[src/rtl/cbs_egress_shaper.sv]
// 802.1Qav credit-based egress shaper: SR classes A/B wait for non-negative credit, other classes pass.
// Define CBS_STATS_EN to add the per-class HOLD-cycle counters stall_cycles_a/stall_cycles_b.
module cbs_egress_shaper #(
    parameter logic [2:0] CLASS_A_TDEST = 3'd1,
    parameter logic [2:0] CLASS_B_TDEST = 3'd2,
    parameter int         CREDIT_W      = 32
) (
`ifdef CBS_STATS_EN
    output logic [31:0] stall_cycles_a,
    output logic [31:0] stall_cycles_b,
`endif
    input  logic        clk,
    input  logic        rst,
    input  logic [63:0] rx_axis_tdata,
    input  logic [7:0]  rx_axis_tkeep,
    input  logic        rx_axis_tlast,
    input  logic        rx_axis_tvalid,
    output logic        rx_axis_tready,
    input  logic [2:0]  rx_axis_tdest,
    input  logic [10:0] frame_len_in,
    input  logic [11:0] gate_id_in,
    input  logic [15:0] idle_slope_a,
    input  logic [15:0] idle_slope_b,
    output logic [63:0] tx_axis_tdata,
    output logic [7:0]  tx_axis_tkeep,
    output logic        tx_axis_tlast,
    output logic        tx_axis_tvalid,
    input  logic        tx_axis_tready,
    output logic [2:0]  tx_axis_tdest,
    output logic [10:0] frame_len_out,
    output logic [11:0] gate_id_out
);

    typedef enum logic [1:0] {IDLE, HOLD, SEND} state_t;

    localparam int SUM_W = CREDIT_W + 2;
    localparam logic signed [SUM_W-1:0] SAT_HI   = $signed({3'b000, 1'b1, {(CREDIT_W-2){1'b0}}});
    localparam logic signed [SUM_W-1:0] SAT_LO   = -SAT_HI;
    localparam logic signed [SUM_W-1:0] SUM_ZERO = '0;

    state_t state, state_next;

    logic signed [CREDIT_W-1:0] credit_a, credit_b;
    logic [2:0] beat_dest;
    logic [3:0] beat_bytes;
    logic first_beat, head_a, head_b, eligible, gate_open, accept;
    logic send_a, send_b, hold_a, hold_b, pend_a, pend_b;

    function automatic logic [3:0] popcount8(input logic [7:0] keep);
        logic [3:0] cnt;
        cnt = '0;
        for (int i = 0; i < 8; i++)
            cnt = cnt + {3'b000, keep[i]};
        return cnt;
    endfunction

    // One class's credit for the next cycle; the caller supplies that class's activity flags.
    function automatic logic signed [CREDIT_W-1:0] credit_step(
        input logic signed [CREDIT_W-1:0] credit,
        input logic [15:0] slope,
        input logic        sending,
        input logic        holding,
        input logic        pending,
        input logic [3:0]  bytes
    );
        logic signed [SUM_W-1:0] sum;
        logic negative, positive;
        negative = credit[CREDIT_W-1];
        positive = !negative && (credit != '0);
        sum = {{2{credit[CREDIT_W-1]}}, credit};
        if (sending || holding || negative)
            sum = sum + $signed({{(SUM_W-16){1'b0}}, slope});
        if (sending)
            sum = sum - $signed({{(SUM_W-12){1'b0}}, bytes, 8'h00});
        if (!pending && !sending && positive)
            sum = SUM_ZERO;
        else if (!sending && !holding && negative && (sum > SUM_ZERO))
            sum = SUM_ZERO;
        if (sum > SAT_HI)
            sum = SAT_HI;
        else if (sum < SAT_LO)
            sum = SAT_LO;
        return sum[CREDIT_W-1:0];
    endfunction

    always_ff @(posedge clk) begin
        if (rst)
            state <= IDLE;
        else
            state <= state_next;
    end

    // A held head frame only leaves HOLD once its first beat is actually accepted.
    always_comb begin
        state_next = state;
        unique case (state)
            IDLE: begin
                if (accept)
                    state_next = rx_axis_tlast ? IDLE : SEND;
                else if (rx_axis_tvalid && !eligible)
                    state_next = HOLD;
            end
            HOLD: begin
                if (!rx_axis_tvalid)
                    state_next = IDLE;
                else if (accept)
                    state_next = rx_axis_tlast ? IDLE : SEND;
            end
            SEND: begin
                if (accept && rx_axis_tlast)
                    state_next = IDLE;
            end
            default: state_next = IDLE;
        endcase
    end

    always_comb begin
        first_beat     = (state != SEND);
        beat_dest      = first_beat ? rx_axis_tdest : tx_axis_tdest;
        head_a         = (rx_axis_tdest == CLASS_A_TDEST);
        head_b         = (rx_axis_tdest == CLASS_B_TDEST);
        eligible       = !(head_a && credit_a[CREDIT_W-1]) && !(head_b && credit_b[CREDIT_W-1]);
        gate_open      = !rst && ((state == SEND) || (rx_axis_tvalid && eligible));
        rx_axis_tready = (!tx_axis_tvalid || tx_axis_tready) && gate_open;
        accept         = rx_axis_tvalid && rx_axis_tready;
        beat_bytes     = popcount8(rx_axis_tkeep);
        send_a         = accept && (beat_dest == CLASS_A_TDEST);
        send_b         = accept && (beat_dest == CLASS_B_TDEST);
        pend_a         = first_beat && rx_axis_tvalid && head_a;
        pend_b         = first_beat && rx_axis_tvalid && head_b;
        hold_a         = (state == HOLD) && pend_a;
        hold_b         = (state == HOLD) && pend_b;
    end

    always_ff @(posedge clk) begin
        if (rst) begin
            credit_a <= '0;
            credit_b <= '0;
        end else begin
            credit_a <= credit_step(credit_a, idle_slope_a, send_a, hold_a, pend_a, beat_bytes);
            credit_b <= credit_step(credit_b, idle_slope_b, send_b, hold_b, pend_b, beat_bytes);
        end
    end

    // Sideband is latched only on a frame's first beat so it stays put for the whole frame.
    always_ff @(posedge clk) begin
        if (rst) begin
            tx_axis_tdata  <= '0;
            tx_axis_tkeep  <= '0;
            tx_axis_tlast  <= 1'b0;
            tx_axis_tvalid <= 1'b0;
            tx_axis_tdest  <= '0;
            frame_len_out  <= '0;
            gate_id_out    <= '0;
        end else if (accept) begin
            tx_axis_tdata  <= rx_axis_tdata;
            tx_axis_tkeep  <= rx_axis_tkeep;
            tx_axis_tlast  <= rx_axis_tlast;
            tx_axis_tvalid <= 1'b1;
            if (first_beat) begin
                tx_axis_tdest <= rx_axis_tdest;
                frame_len_out <= frame_len_in;
                gate_id_out   <= gate_id_in;
            end
        end else if (tx_axis_tready) begin
            tx_axis_tvalid <= 1'b0;
        end
    end

`ifdef CBS_STATS_EN
    always_ff @(posedge clk) begin
        if (rst) begin
            stall_cycles_a <= '0;
            stall_cycles_b <= '0;
        end else begin
            if (hold_a)
                stall_cycles_a <= stall_cycles_a + 32'd1;
            if (hold_b)
                stall_cycles_b <= stall_cycles_b + 32'd1;
        end
    end
`endif

endmodule

[config.mk]
export PLATFORM = sky130hd
export DESIGN_NAME = cbs_egress_shaper
export DESIGN_NICKNAME = d
export VERILOG_FILES = /design/src/rtl/cbs_egress_shaper.sv
export SDC_FILE = /design/constraint.sdc
export NUM_CORES = 1
export LEC_CHECK = 0
export CAP_MARGIN = 10
export CORE_MARGIN = 3
export CORE_UTILIZATION = 53
export DETAILED_ROUTE_END_ITERATION = 16
export PLACE_DENSITY = 0.81
export SLEW_MARGIN = 10
export SYNTH_ARGS = -nofsm -noshare
export SYNTH_HDL_FRONTEND = slang
export SYNTH_SLANG_ARGS = --single-unit
[constraint.sdc]
create_clock -name clk -period 8.9 [get_ports clk]
set_input_delay 1.335 -clock clk [delete_from_list [all_inputs] [get_ports clk]]
set_output_delay 1.335 -clock clk [all_outputs]
set_load 0.1 [all_outputs]
=== After elaboration in Yosys (flattened, before gate mapping) ===
Cells that the tools add are included.

* Register bits: 166
* Word-level logic and storage cells: 126
* Output and inout port bits: 101
* Input port bits: 135

* Add/subtract/negate cells: 11
* Reductions and logical operators: 57
* Equality and inequality tests: 10
* Magnitude comparators: 6
* Muxes and demuxes: 28

{| class="wikitable"
|+ Operator list
! kind !! number
|-
| two-way mux 34 bit || 14
|-
| > comparator 34 x 1 -> 1 bit (second input constant) || 2
|-
| > comparator 34 x 32 -> 1 bit (second input constant) || 2
|-
| < comparator 34 x 31 -> 1 bit (second input constant) || 2
|-
| subtractor 34 x 13 -> 34 bit || 2
|-
| adder 32 x 17 -> 33 bit || 2
|-
| two-way mux 32 bit || 2
|-
| nonzero test 32 bit || 2
|-
| two-way mux 31 bit || 2
|-
| logical AND 1 bit || 28
|-
| adder 4 x 1 -> 4 bit || 4
|-
| zero test 1 bit || 13
|-
| two-way mux 2 bit || 6
|-
| == test 3 x 1 -> 1 bit (second input constant) || 2
|-
| == test 3 x 2 -> 1 bit (second input constant) || 2
|-
| logical OR 1 bit || 6
|-
| != test 3 bit (second input constant) || 2
|-
| one-hot mux 2 bit (3 select lines) || 1
|-
| OR reduction 3 bit || 2
|-
| adder 3 x 1 -> 4 bit || 1
|-
| != test 2 bit (second input constant) || 2
|-
| OR reduction 2 bit || 2
|-
| adder 2 x 1 -> 3 bit || 1
|-
| two-way mux 3 bit || 1
|-
| 8 further kinds || 9
|}

=== Logic depth before layout (Yosys ltp) ===
* Depth in word-level cells: 25
* Depth in mapped cells: 25
* Gate-level depth less buffers: 24

=== Worst setup path before layout ===
OpenSTA, ideal clock, no wires.

* Kind: in2reg
* From: in rx_axis_tkeep[0]
* To: reg credit_b[11]
* Setup time: 0.064 ns
* Slack: 1.727 ns
* Buffers on the path: 2
* Stages: 22
* Arrival: 7.109 ns
* Cell sequence: fa_1 -> inv_1 -> fa_1 -> fa_1 -> inv_1 -> ha_1 -> fa_1 -> inv_1 -> fa_1 -> a21o_1 -> a211oi_1 -> nand2_1 -> or4_4 -> or3b_1 -> buf_2 -> nor3_2 -> o2111ai_1 -> or4b_4 -> nor4b_4 -> o211ai_2 -> buf_2 -> nor2_1

* Word-level cells in the longest chain between the ends: 17
* Elaborated cells between the ends (all ways): 18
* Those cells by class: add/sub (8); order compare (3); mux (5); reduce/logical (2)

{| class="wikitable"
|+ RTL lines
! item !! RTL line !! text
|-
| from (decl) || 15 || <nowiki>input logic [7:0] rx_axis_tkeep,</nowiki>
|-
| adder 1 x 1 -> 2 bit * || 53 || <nowiki>cnt = cnt + {3'b000, keep[i]};</nowiki>
|-
| adder 2 x 1 -> 3 bit * || 53 ||
|-
| adder 3 x 1 -> 4 bit * || 53 ||
|-
| adder 4 x 1 -> 4 bit * (4 in a row) || 53 ||
|-
| subtractor 34 x 13 -> 34 bit * || 74 || <nowiki>sum = sum - $signed({{(SUM_W-12){1'b0}}, bytes, 8'h00});</nowiki>
|-
| two-way mux 34 bit * || 73 || <nowiki>if (sending)</nowiki>
|-
| two-way mux 34 bit * || 136 || <nowiki>if (rst) begin</nowiki>
|-
| > comparator 34 x 1 -> 1 bit || 77 || <nowiki>else if (!sending && !holding && negative && (sum > SUM_ZERO))</nowiki>
|-
| logical AND 1 bit || 77 ||
|-
| two-way mux 34 bit * || 77 ||
|-
| two-way mux 34 bit * || 75 || <nowiki>if (!pending && !sending && positive)</nowiki>
|-
| two-way mux 34 bit * || 136 ||
|-
| > comparator 34 x 32 -> 1 bit or < comparator 34 x 31 -> 1 bit (tied branches) || 79, 81 ||
|-
| OR reduction 3 bit (no source line) || n/a ||
|-
| to (signal assigned) || 141 || <nowiki>credit_b <= credit_step(credit_b, idle_slope_b, send_b, hold_b, pend_b, beat_bytes);</nowiki>
|-
| to (decl) || 43 || <nowiki>logic signed [CREDIT_W-1:0] credit_a, credit_b;</nowiki>
|}

Every way passes the cells marked *; elsewhere a longest branch is shown, timed or not. The select of a mux whose other input is x is not followed.
A chain may end at the register's enable or synchronous reset.

=== Final worst setup path ===
* From: in rx_axis_tkeep[0]
* To: reg credit_b[1]

Same word-level chain as after synthesis.

==> run_results.csv <==
group,metric,value,unit
floorplan,start_util,0.548,
sta,skew,13.4,ps
sta,fmax,125,MHz
synth,ys_types,89,
floorplan,ios,236,
synth,synth-simple-area-share,0.298,
setup_path,crit_path_end_kind,"register",
sta,final-setup-viol-count,0,
finish,mostFrequentLayoutCells,"nand2_1 (311), clkdlybuf4s50_1 (234), dfxtp_1 (166), a21oi_1 (152), nor2_1 (108)",
floorplan,fp.dieH,152,um
drt,drt_iter0_drc,1244,
setup_path,crit_type,"in2reg",
finish,drive_above_1_share,0.0558,
global_route,antenna_found_initial,0,
synth,synth_top_family_by_area,"simple AND/OR/NAND/NOR gates",
drt,wl_met2,18.1,mm
status,status,"complete, no violations",
synth,synth_mux_area_frac,0.0174,
synth,synthesis.instances,1502,
placement,io_buffers,235,
global_route,grt-ovfl-total,0,
floorplan,fp.coreArea,20600,sq um
finish,fin_nets,1877,
clock_tree,cts_tree,"yes",
synth,synth-compound-area-share,0.220,
setup_path,cp_data_arrival_time,8360,ps
global_route,grt_pass1_wl,58.5,mm
drt,highest_layer,"met4",
sta,fin_crit,8010,ps
drt,wl,37.8,mm
synth,async_reset_ff_frac,0,
setup_path,required,9250,ps
clock_tree,cts_repair_resize_count,0,
sta,hold-worst-slack,454,ps
sta,final-max-slew-violation-count,0,
synth,ys.flop_type,"dfxtp_1",
drt,post_drt_wl_per_cell,19.2,um
global_route,grt_max_degree,76,
floorplan,row_count,52,
worst_hold_path,hold_path.class,"reg2reg",
synth,yosys_warnings,0,
global_route,gr-usage-all-layers,0.316,
global_route,grt_pass1_vias,11200,
run,drv_cap,0,
clock_tree,cts_inserted_buffers,17,
finish,area_growth_syn_to_layout,27.6,%
drt,met1Wirelength,15.6,mm
clock_tree,htreeDepth,4,
finish,final_common_cell,"nand2_1",
placement,routabilityCongestion,0.982,
sta,totalNegativeSetupSlack,0,ps
clock_tree,clk_latency,430,ps
clock_tree,clk_pin_slew,70,ps
clock_tree,root_buffer,"clkbuf_16",
clock_tree,cts_hold_buffers,0,
power_and_ir_drop,power.density,202,nW/um^2
drt,drc,0,
synth,syn_area_per_cell,7.50,sq um
synth,post_synth_fa_ha_maj_area_fraction,0.0620,
sta,slew_headroom,0.219,
placement,dp_hpwl,28.7,mm
drt,postRouteAntennaNets,0,
floorplan,die_w,152,um
clock_tree,clock-sinks,166,
setup_path,cp_max_fo,17,
power_and_ir_drop,vdd_ir_drop_max,0.000176,V
setup_path,start_kind,"primary input",
drt,firstDrtPassIters,6,
clock_tree,cts_buffer_depth,2,
setup_path,ff2ff_setup_slack,2340,ps
synth,synth-edff-count,0,
drt,wl_met3,3.12,mm
floorplan,dieArea,23000,sq um
sta,grt_setup_unrepaired,"no",
drt,vias_per_cell,6.09,
drt,vias,12000,
power_and_ir_drop,p_leak,5.38,nW
synth,ys_seq_elements,166,
synth,synth_nets,1688,
clock_tree,postCtsSetupBuffers,0,
power_and_ir_drop,p_total,2.90,mW
sta,hold_viol_final,0,
synth,syn_area,11300,sq um
sta,tightest_slew,1140,ps
synth,yosysSeqAreaShare,0.295,
sta,timing.final.crit_share,0.900,
synth,synth-xor-area-share,0.0700,
sequential cells by signal, summed over array words and instances (netlist names):
name            flops
credit_b           32
tx_axis_tdata      64
tx_axis_tlast       1
state               2
tx_axis_tdest       3
tx_axis_tkeep       8
tx_axis_tvalid      1
credit_a           32
gate_id_out        12
frame_len_out      11
final timing paths:
kind                            startpoint                            end  cells after the start
min reg2reg  frame_len_out[0]$_SDFFE_PP0P_  frame_len_out[0]$_SDFFE_PP0P_                      2
max                       rx_axis_tkeep[0]         credit_b[1]$_SDFF_PP0_                     22
min          frame_len_out[0]$_SDFFE_PP0P_  frame_len_out[0]$_SDFFE_PP0P_                      2
max reg2reg         credit_a[0]$_SDFF_PP0_         credit_a[4]$_SDFF_PP0_                     20
layout make-up:
cell class	instances	area [sq um]
fill	1761	6190
multi-input combinational	1228	7530
sequential	166	3320
timing repair buffer	249	2470
clock buffer	17	425
clock inverter	15	179
tap	270	338
inverter	29	109
antenna	1	2.50
metrics by stage:
stage	instance area (sq um)	worst slack, ps	utilization	instances
after floorplan	11300	1730	-	1502
after global placement	13800	592	0.670	1942
after detailed placement	13800	501	0.670	1942
after CTS	14400	928	0.699	1974
after global routing	14400	467	0.699	1974
final	14400	886	0.699	1975
worst max-delay path, stage by stage:
cell             delay [ps]
clkdlybuf4s50_1         450
fa_1                    580
inv_1                    60
fa_1                    440
fa_1                    490
inv_1                    60
ha_1                    200
fa_1                    480
inv_1                   100
fa_1                    470
a21o_1                  200
a211oi_1                230
nand2_1                 150
or4_4                   480
or3b_1                  530
xnor2_1                 310
o211ai_1                140
a2111o_1                420
o41ai_2                 420
o211ai_2                350
buf_12                  260
a211oi_1                190
cell families after synthesis:
kind of cell	Yosys count
xor+xnor	90
buf+inv	108
compound gates	379
simple gates	689
fa+ha+maj	51
flops	166
mux	19
where the power goes:
part | leakage (nW) | switching, mW | internal (mW)
Combinational | 3.75 | 0.865 | 0.445
Sequential | 1.34 | 0.0401 | 0.784
Clock | 0.291 | 0.363 | 0.403
Total | 5.38 | 1.27 | 1.63
synth_stat cells, drive strengths merged (8+ instances only):
| cell type | count | area (sq um) |
|---|---|---|
| nand3 | 32 | 165 |
| or3 | 8 | 55.1 |
| a21o | 22 | 165 |
| ha | 43 | 538 |
| a31oi | 9 | 56.3 |
| o211ai | 19 | 148 |
| nand2b | 14 | 87.6 |
| a211oi | 25 | 193 |
| nor4 | 25 | 163 |
| xnor2 | 55 | 482 |
| nor3b | 14 | 105 |
| a21oi | 157 | 797 |
| o31ai | 17 | 138 |
| mux2i | 14 | 140 |
| nor2b | 9 | 56.3 |
| and3 | 21 | 131 |
| or4 | 10 | 78.8 |
| nand2 | 312 | 1170 |
| and2 | 15 | 93.8 |
| nand4 | 27 | 169 |
| nor4b | 12 | 126 |
| o21a | 8 | 60.1 |
| buf | 16 | 83.8 |
| clkbuf | 63 | 236 |
| and4 | 10 | 87.6 |
| o21ai | 50 | 250 |
| nor2 | 109 | 409 |
| fa | 8 | 160 |
| inv | 28 | 105 |
| dfxtp | 166 | 3320 |
| nor3 | 48 | 255 |
| xor2 | 35 | 307 |
metal layers:
metal | global-route usage | vias to the layer above
met1 | 0.421 | 5641
li1 | - | 5783
met2 | 0.517 | 531
met5 | 0 | -
met3 | 0.0642 | 75
met4 | 0.0961 | 0
No activity file was read; power rests on OpenSTA's default activity.
